## src/rtl/int_issue_buffer_if.sv

```systemverilog
// Dispatch-side enqueue and execution-side int_instr handshakes of the
// integer issue buffer. The buffer uses master; its environment uses slave.
interface int_issue_buffer_if #(
    parameter int ROB_SIZE_LOG = 6,
    parameter int PAYLOAD_W    = 256
);
    logic                   enq_valid;
    logic                   enq_ready;
    logic [ROB_SIZE_LOG:0]  enq_robid;
    logic [PAYLOAD_W-1:0]   enq_payload;
    logic                   int_instr_valid;
    logic                   int_instr_ready;
    logic [ROB_SIZE_LOG:0]  int_robid;
    logic [PAYLOAD_W-1:0]   int_payload;

    modport master (
        input  enq_valid, enq_robid, enq_payload,
        output enq_ready,
        output int_instr_valid, int_robid, int_payload,
        input  int_instr_ready
    );

    modport slave (
        output enq_valid, enq_robid, enq_payload,
        input  enq_ready,
        input  int_instr_valid, int_robid, int_payload,
        output int_instr_ready
    );
endinterface

```

## src/rtl/int_issue_buffer.sv

```systemverilog
// In-order integer issue buffer: circular queue between dispatch and the
// execution unit, with suffix kill on a writeback redirect.
module int_issue_buffer #(
    parameter int DEPTH        = 8,
    parameter int ROB_SIZE_LOG = 6,
    parameter int PAYLOAD_W    = 256
) (
    input  logic                     clock,
    input  logic                     reset_n,
    int_issue_buffer_if.master       bus,
    input  logic                     flush_valid,
    input  logic [ROB_SIZE_LOG:0]    flush_robid,
    output logic [$clog2(DEPTH):0]   count
);
    localparam int AW = $clog2(DEPTH);
    localparam int RW = ROB_SIZE_LOG + 1;
    localparam logic [AW:0] FULL = (AW+1)'(DEPTH);
    localparam logic [AW:0] ONE  = (AW+1)'(1);

    logic [AW:0]           head_q, head_d;
    logic [AW:0]           tail_q, tail_d;
    logic [RW-1:0]         rob_q [DEPTH];
    logic [PAYLOAD_W-1:0]  pay_q [DEPTH];

    logic [RW-1:0]  head_rob;
    logic           head_kill;
    logic           enq_fire;
    logic           deq_fire;
    logic [AW:0]    surv;
    logic [AW-1:0]  idx;

    // Wrap bit flips each lap of the ROB, which inverts the index order.
    function automatic logic younger(input logic [RW-1:0] a,
                                     input logic [RW-1:0] b);
        if (a[RW-1] == b[RW-1])
            return a[RW-2:0] > b[RW-2:0];
        else
            return a[RW-2:0] < b[RW-2:0];
    endfunction

    assign head_rob  = rob_q[head_q[AW-1:0]];
    assign count     = tail_q - head_q;
    assign head_kill = flush_valid && younger(head_rob, flush_robid);

    assign bus.enq_ready       = reset_n && (count != FULL) && !flush_valid;
    assign bus.int_instr_valid = (count != '0) && !head_kill;
    assign bus.int_robid       = head_rob;
    assign bus.int_payload     = pay_q[head_q[AW-1:0]];

    assign enq_fire = bus.enq_valid && bus.enq_ready;
    assign deq_fire = bus.int_instr_valid && bus.int_instr_ready;

    // Killed entries form a suffix, so survivors are exactly head..head+surv-1.
    always_comb begin
        surv = '0;
        idx  = '0;
        for (int i = 0; i < DEPTH; i++) begin
            idx = head_q[AW-1:0] + AW'(i);
            if (((AW+1)'(i) < count) && !younger(rob_q[idx], flush_robid))
                surv = surv + ONE;
        end
    end

    always_comb begin
        head_d = head_q;
        tail_d = tail_q;
        if (deq_fire)
            head_d = head_q + ONE;
        if (flush_valid)
            tail_d = head_q + surv;
        else if (enq_fire)
            tail_d = tail_q + ONE;
    end

    always_ff @(posedge clock or negedge reset_n) begin
        if (!reset_n) begin
            head_q <= '0;
            tail_q <= '0;
        end else begin
            head_q <= head_d;
            tail_q <= tail_d;
        end
    end

    always_ff @(posedge clock) begin
        if (enq_fire) begin
            rob_q[tail_q[AW-1:0]] <= bus.enq_robid;
            pay_q[tail_q[AW-1:0]] <= bus.enq_payload;
        end
    end
endmodule

```

## src/flat_wrapper.sv

```systemverilog
// flat-port wrapper written by rule: the top's interface ports become plain ports
module int_issue_buffer_flat 
#(
    parameter int DEPTH        = 8,
    parameter int ROB_SIZE_LOG = 6,
    parameter int PAYLOAD_W    = 256
)
  (clock, reset_n, flush_valid, flush_robid, count, bus_enq_valid, bus_enq_robid, bus_enq_payload, bus_enq_ready, bus_int_instr_valid, bus_int_robid, bus_int_payload, bus_int_instr_ready);
  int_issue_buffer_if #(.ROB_SIZE_LOG(ROB_SIZE_LOG), .PAYLOAD_W(PAYLOAD_W)) bus_i ();
  input  logic clock;
  input  logic reset_n;
  input  logic flush_valid;
  input  logic [ROB_SIZE_LOG:0] flush_robid;
  output logic [$clog2(DEPTH):0] count;
  input wire logic [$bits(bus_i.enq_valid)-1:0] bus_enq_valid;
  input wire logic [$bits(bus_i.enq_robid)-1:0] bus_enq_robid;
  input wire logic [$bits(bus_i.enq_payload)-1:0] bus_enq_payload;
  output wire logic [$bits(bus_i.enq_ready)-1:0] bus_enq_ready;
  output wire logic [$bits(bus_i.int_instr_valid)-1:0] bus_int_instr_valid;
  output wire logic [$bits(bus_i.int_robid)-1:0] bus_int_robid;
  output wire logic [$bits(bus_i.int_payload)-1:0] bus_int_payload;
  input wire logic [$bits(bus_i.int_instr_ready)-1:0] bus_int_instr_ready;
  assign bus_i.enq_valid = bus_enq_valid;
  assign bus_i.enq_robid = bus_enq_robid;
  assign bus_i.enq_payload = bus_enq_payload;
  assign bus_enq_ready = bus_i.enq_ready;
  assign bus_int_instr_valid = bus_i.int_instr_valid;
  assign bus_int_robid = bus_i.int_robid;
  assign bus_int_payload = bus_i.int_payload;
  assign bus_i.int_instr_ready = bus_int_instr_ready;
  int_issue_buffer #(.DEPTH(DEPTH), .ROB_SIZE_LOG(ROB_SIZE_LOG), .PAYLOAD_W(PAYLOAD_W)) u_core (.clock(clock), .reset_n(reset_n), .bus(bus_i), .flush_valid(flush_valid), .flush_robid(flush_robid), .count(count));
endmodule
```

## config.mk

```make
export PLATFORM = sky130hd
export DESIGN_NAME = int_issue_buffer_flat
export DESIGN_NICKNAME = d
export VERILOG_FILES = /design/src/rtl/int_issue_buffer_if.sv /design/src/rtl/int_issue_buffer.sv /design/src/flat_wrapper.sv
export SDC_FILE = /design/constraint.sdc
export NUM_CORES = 2
export LEC_CHECK = 0
export BUFFER_PORTS_ARGS = -buffer_cell sky130_fd_sc_hd__buf_2
export CORE_MARGIN = 5
export CORE_UTILIZATION = 30
export DETAILED_ROUTE_END_ITERATION = 12
export GPL_TIMING_DRIVEN = 0
export PLACE_DENSITY = 0.44
export SYNTH_ARGS = -nofsm -noshare
export SYNTH_HDL_FRONTEND = slang
export SYNTH_SLANG_ARGS = --single-unit
```

## constraint.sdc

```tcl
create_clock -name clock -period 65.4 [get_ports clock]
set_input_delay 13.08 -clock clock [delete_from_list [all_inputs] [get_ports clock]]
set_output_delay 13.08 -clock clock [all_outputs]
set_load 0.01 [all_outputs]
```

==> results.sh <==
export IMPL_required_ps=52320
export IMPL_synth_seq_cells=2112
export IMPL_ys_warn_count=0
export IMPL_setup_viol=0
export IMPL_worst_slew_pin_slew_ps=1422
export IMPL_synth_xor_area_share=0.004121
export IMPL_tritoncts="built"
export IMPL_cts_resized=0
export IMPL_crit_path_start_kind="primary input"
export IMPL_critPathKind="in -> out"
export IMPL_hp_class="reg -> reg"
export IMPL_yosysSeqAreaShare=0.7618
export IMPL_synth_area_mux_share=0.1586
export IMPL_clock_path_buffers=4
export IMPL_io_pins=544
export IMPL_hold_viol_final=0
export IMPL_r2r_setup_slack_ps=52430
export IMPL_layout_drive_gt1_share=0.3136
export IMPL_holdWs_ps=615.7
export IMPL_via_per_inst=4.723
export IMPL_grt_max_degree=24
export IMPL_wire_per_inst_um=26.64
export IMPL_dpl_instance_area_um2=93440
export IMPL_row_count=193
export IMPL_synthAdderAreaFrac=0.01041
export IMPL_grt_pass1_vias=44460
export IMPL_cts_hold_fix_buffers=0
export IMPL_synth_top_flop_cell="edfxtp_1"
export IMPL_instances_no_fill=8980
export IMPL_antenna_found_initial=107
export IMPL_async_reset_ff_frac=0.003788
export IMPL_antenna_left=0
export IMPL_synth_top_family_by_area="multiplexers"
export IMPL_synthSimpleGateAreaFrac=0.04724
export IMPL_synth_nets=4467
export IMPL_grt_total_usage=0.1640
export IMPL_root_buffer="clkbuf_16"
export IMPL_num_vias=42410
export IMPL_powerDensity_nw_per_um2=49.20
export IMPL_fin_setup_tns_ps=0
export IMPL_die_y_um=536.6
export IMPL_p_leak_nw=33.86
export IMPL_synth_edf_count=2104
export IMPL_end_kind="output port"
export IMPL_syn_to_final_growth_pct=21.05
export IMPL_cts_sinks=2112
export IMPL_postSynthAreaPerCell_um2=20.17
export IMPL_fin_crit_sh=0.4347
export IMPL_fin_skew_ps=61.91
export IMPL_grt_setup_unrepaired="false"
export IMPL_status="complete, no violations"
export IMPL_finish_utilization=0.3646
export IMPL_max_vdd_ir_drop_mv=0.08490
export IMPL_final_area_um2=100700
export IMPL_post_cts_buffers=0
export IMPL_io_buffers=542
export IMPL_design_core_area_um2=276300
export IMPL_cts_max_level=4
export IMPL_grt_first_pass_wirelength_um=339800
export IMPL_drtIter0Drc=2731
export IMPL_dr_pass1_iters=7
export IMPL_initial_core_util=0.3012
export IMPL_nFillCells=25870
export IMPL_totalWireLength_um=239200
export IMPL_syn_inst=4124
export IMPL_max_cap_violations=0
export IMPL_gp_congestion=0.7506
export IMPL_drc=0
export IMPL_synth_area_um2=83190
export IMPL_synth_compound_area_frac=0.007550
export IMPL_dieWidth_um=536.6
export IMPL_ys_types=70
export IMPL_arrival_ps=15350
export IMPL_dpl_cell_count=8541
export IMPL_fin_nets=5413
export IMPL_drv_slew=0
export IMPL_slew_headroom=0.05168
export IMPL_crit_fanout=8
export IMPL_clkTransAtPathRegs_ps=60
export IMPL_period_minus_slack_ps=28430
export IMPL_grt_overflow=0
export IMPL_numCtsBuffers=232
export IMPL_clk_latency_ps=910
export IMPL_die_area_um2=287900
export IMPL_dpl_hpwl_um=164800
export IMPL_max_freq_mhz=35.17
## layout by cell type, fill, tap and decap left out, drive strengths merged, types with 7 or more instances in the layout
cell type	Yosys	layout
a211oi	8	8
a21o	10	10
a21oi	18	18
and2	7	7
and3	7	7
buf	73	783
bufinv	0	16
clkbuf	124	405
clkinv	0	111
dfrtp	8	8
diode	0	23
edfxtp	2104	2104
ha	66	66
inv	26	34
mux2	13	13
mux2i	19	19
mux4	570	570
nand2	888	888
nand3	12	12
nor2	43	43
nor3	14	14
o21ai	13	13
o41ai	7	7
xnor2	19	19
xor2	14	14
## logic make-up after synthesis
kind of cell | after synthesis
multiplexers | 602
flip-flops | 2112
AO/OA/AOI/OAI | 85
buffers and inverters | 223
adder cells (fa/ha/maj) | 68
XOR/XNOR | 35
AND/OR/NAND/NOR | 999
## metal layers
| metal | GRT usage | routed length (µm) |
|---|---|---|
| met1 | 0.2206 | 103900 |
| met2 | 0.2647 | 113300 |
| met3 | 0.03830 | 13820 |
| met4 | 0.05164 | 7857 |
| met5 | 0 | 290 |
## power by group
part,total [mW],switching [mW],internal (mW)
logic,2.14,1.28,0.860
registers,1.57,0.0147,1.55
clock network,1.25,0.534,0.717
total,4.95,1.83,3.13
## cell type report
cell class / count / area, µm² / area share
inverter: 26 / 97.59 / 0.0009691
multi-input combinational: 1789 / 19020 / 0.1889
antenna: 23 / 57.56 / 0.0005715
timing repair buffer: 712 / 5543 / 0.05504
clock buffer: 279 / 6025 / 0.05982
tap: 3705 / 4636 / 0.04603
clock inverter: 137 / 1184 / 0.01175
buffer: 197 / 767.0 / 0.007616
sequential: 2112 / 63380 / 0.6293
## final timing paths
kind                                   from                   to  cells past startpoint
max                          flush_robid[3]  bus_int_instr_valid                     10
min                        u_core.head_q[3]     u_core.head_q[3]                      2
max reg2reg                u_core.head_q[1]     u_core.tail_q[3]                     46
min reg2reg                u_core.head_q[3]     u_core.head_q[3]                      2
max in group asynchronous           reset_n     u_core.head_q[3]                      1
min in group asynchronous           reset_n     u_core.tail_q[0]                      1
## registers in the layout, indices dropped and copies added (netlist names)
signal	cells
u_core.rob_q	56
u_core.tail_q	4
u_core.head_q	4
u_core.pay_q	2048
## metrics by stage
| step | power [mW] | worst slack (ps) |
|---|---|---|
| floorplan | 3.026 | 32670 |
| global placement | 3.833 | 6699 |
| detailed placement | 3.790 | 36890 |
| CTS | 5.065 | 36890 |
| global route | 5.293 | 36800 |
| finish | 4.955 | 36970 |
## critical path, cell delays in order
cell and delay [ps]:
buf_2 100, inv_1 310, ha_1 330, a21o_1 160
a21o_1 170, a211oi_1 320, nor2_1 90, mux2i_1 330
o22a_1 290, buf_2 160
## synth_stat cells (all sizes together) (7+ instances only)
| master | number | area [µm²] |
|---|---|---|
| xnor2 | 19 | 173.9 |
| edfxtp | 2104 | 63180 |
| ha | 66 | 825.8 |
| nor3 | 14 | 81.33 |
| mux2i | 19 | 206.4 |
| a21oi | 18 | 90.09 |
| inv | 26 | 97.60 |
| and3 | 7 | 43.79 |
| nand2 | 888 | 3333 |
| nor2 | 43 | 161.4 |
| nand3 | 12 | 60.06 |
| mux2 | 13 | 150.1 |
| clkbuf | 124 | 465.5 |
| buf | 73 | 286.5 |
| o41ai | 7 | 76.32 |
| dfrtp | 8 | 200.2 |
| a21o | 10 | 75.07 |
| mux4 | 570 | 12840 |
| and2 | 7 | 46.29 |
| o21ai | 13 | 68.81 |
| xor2 | 14 | 122.6 |
| a211oi | 8 | 60.06 |
Note: power is estimated with default switching activity, not from simulation.
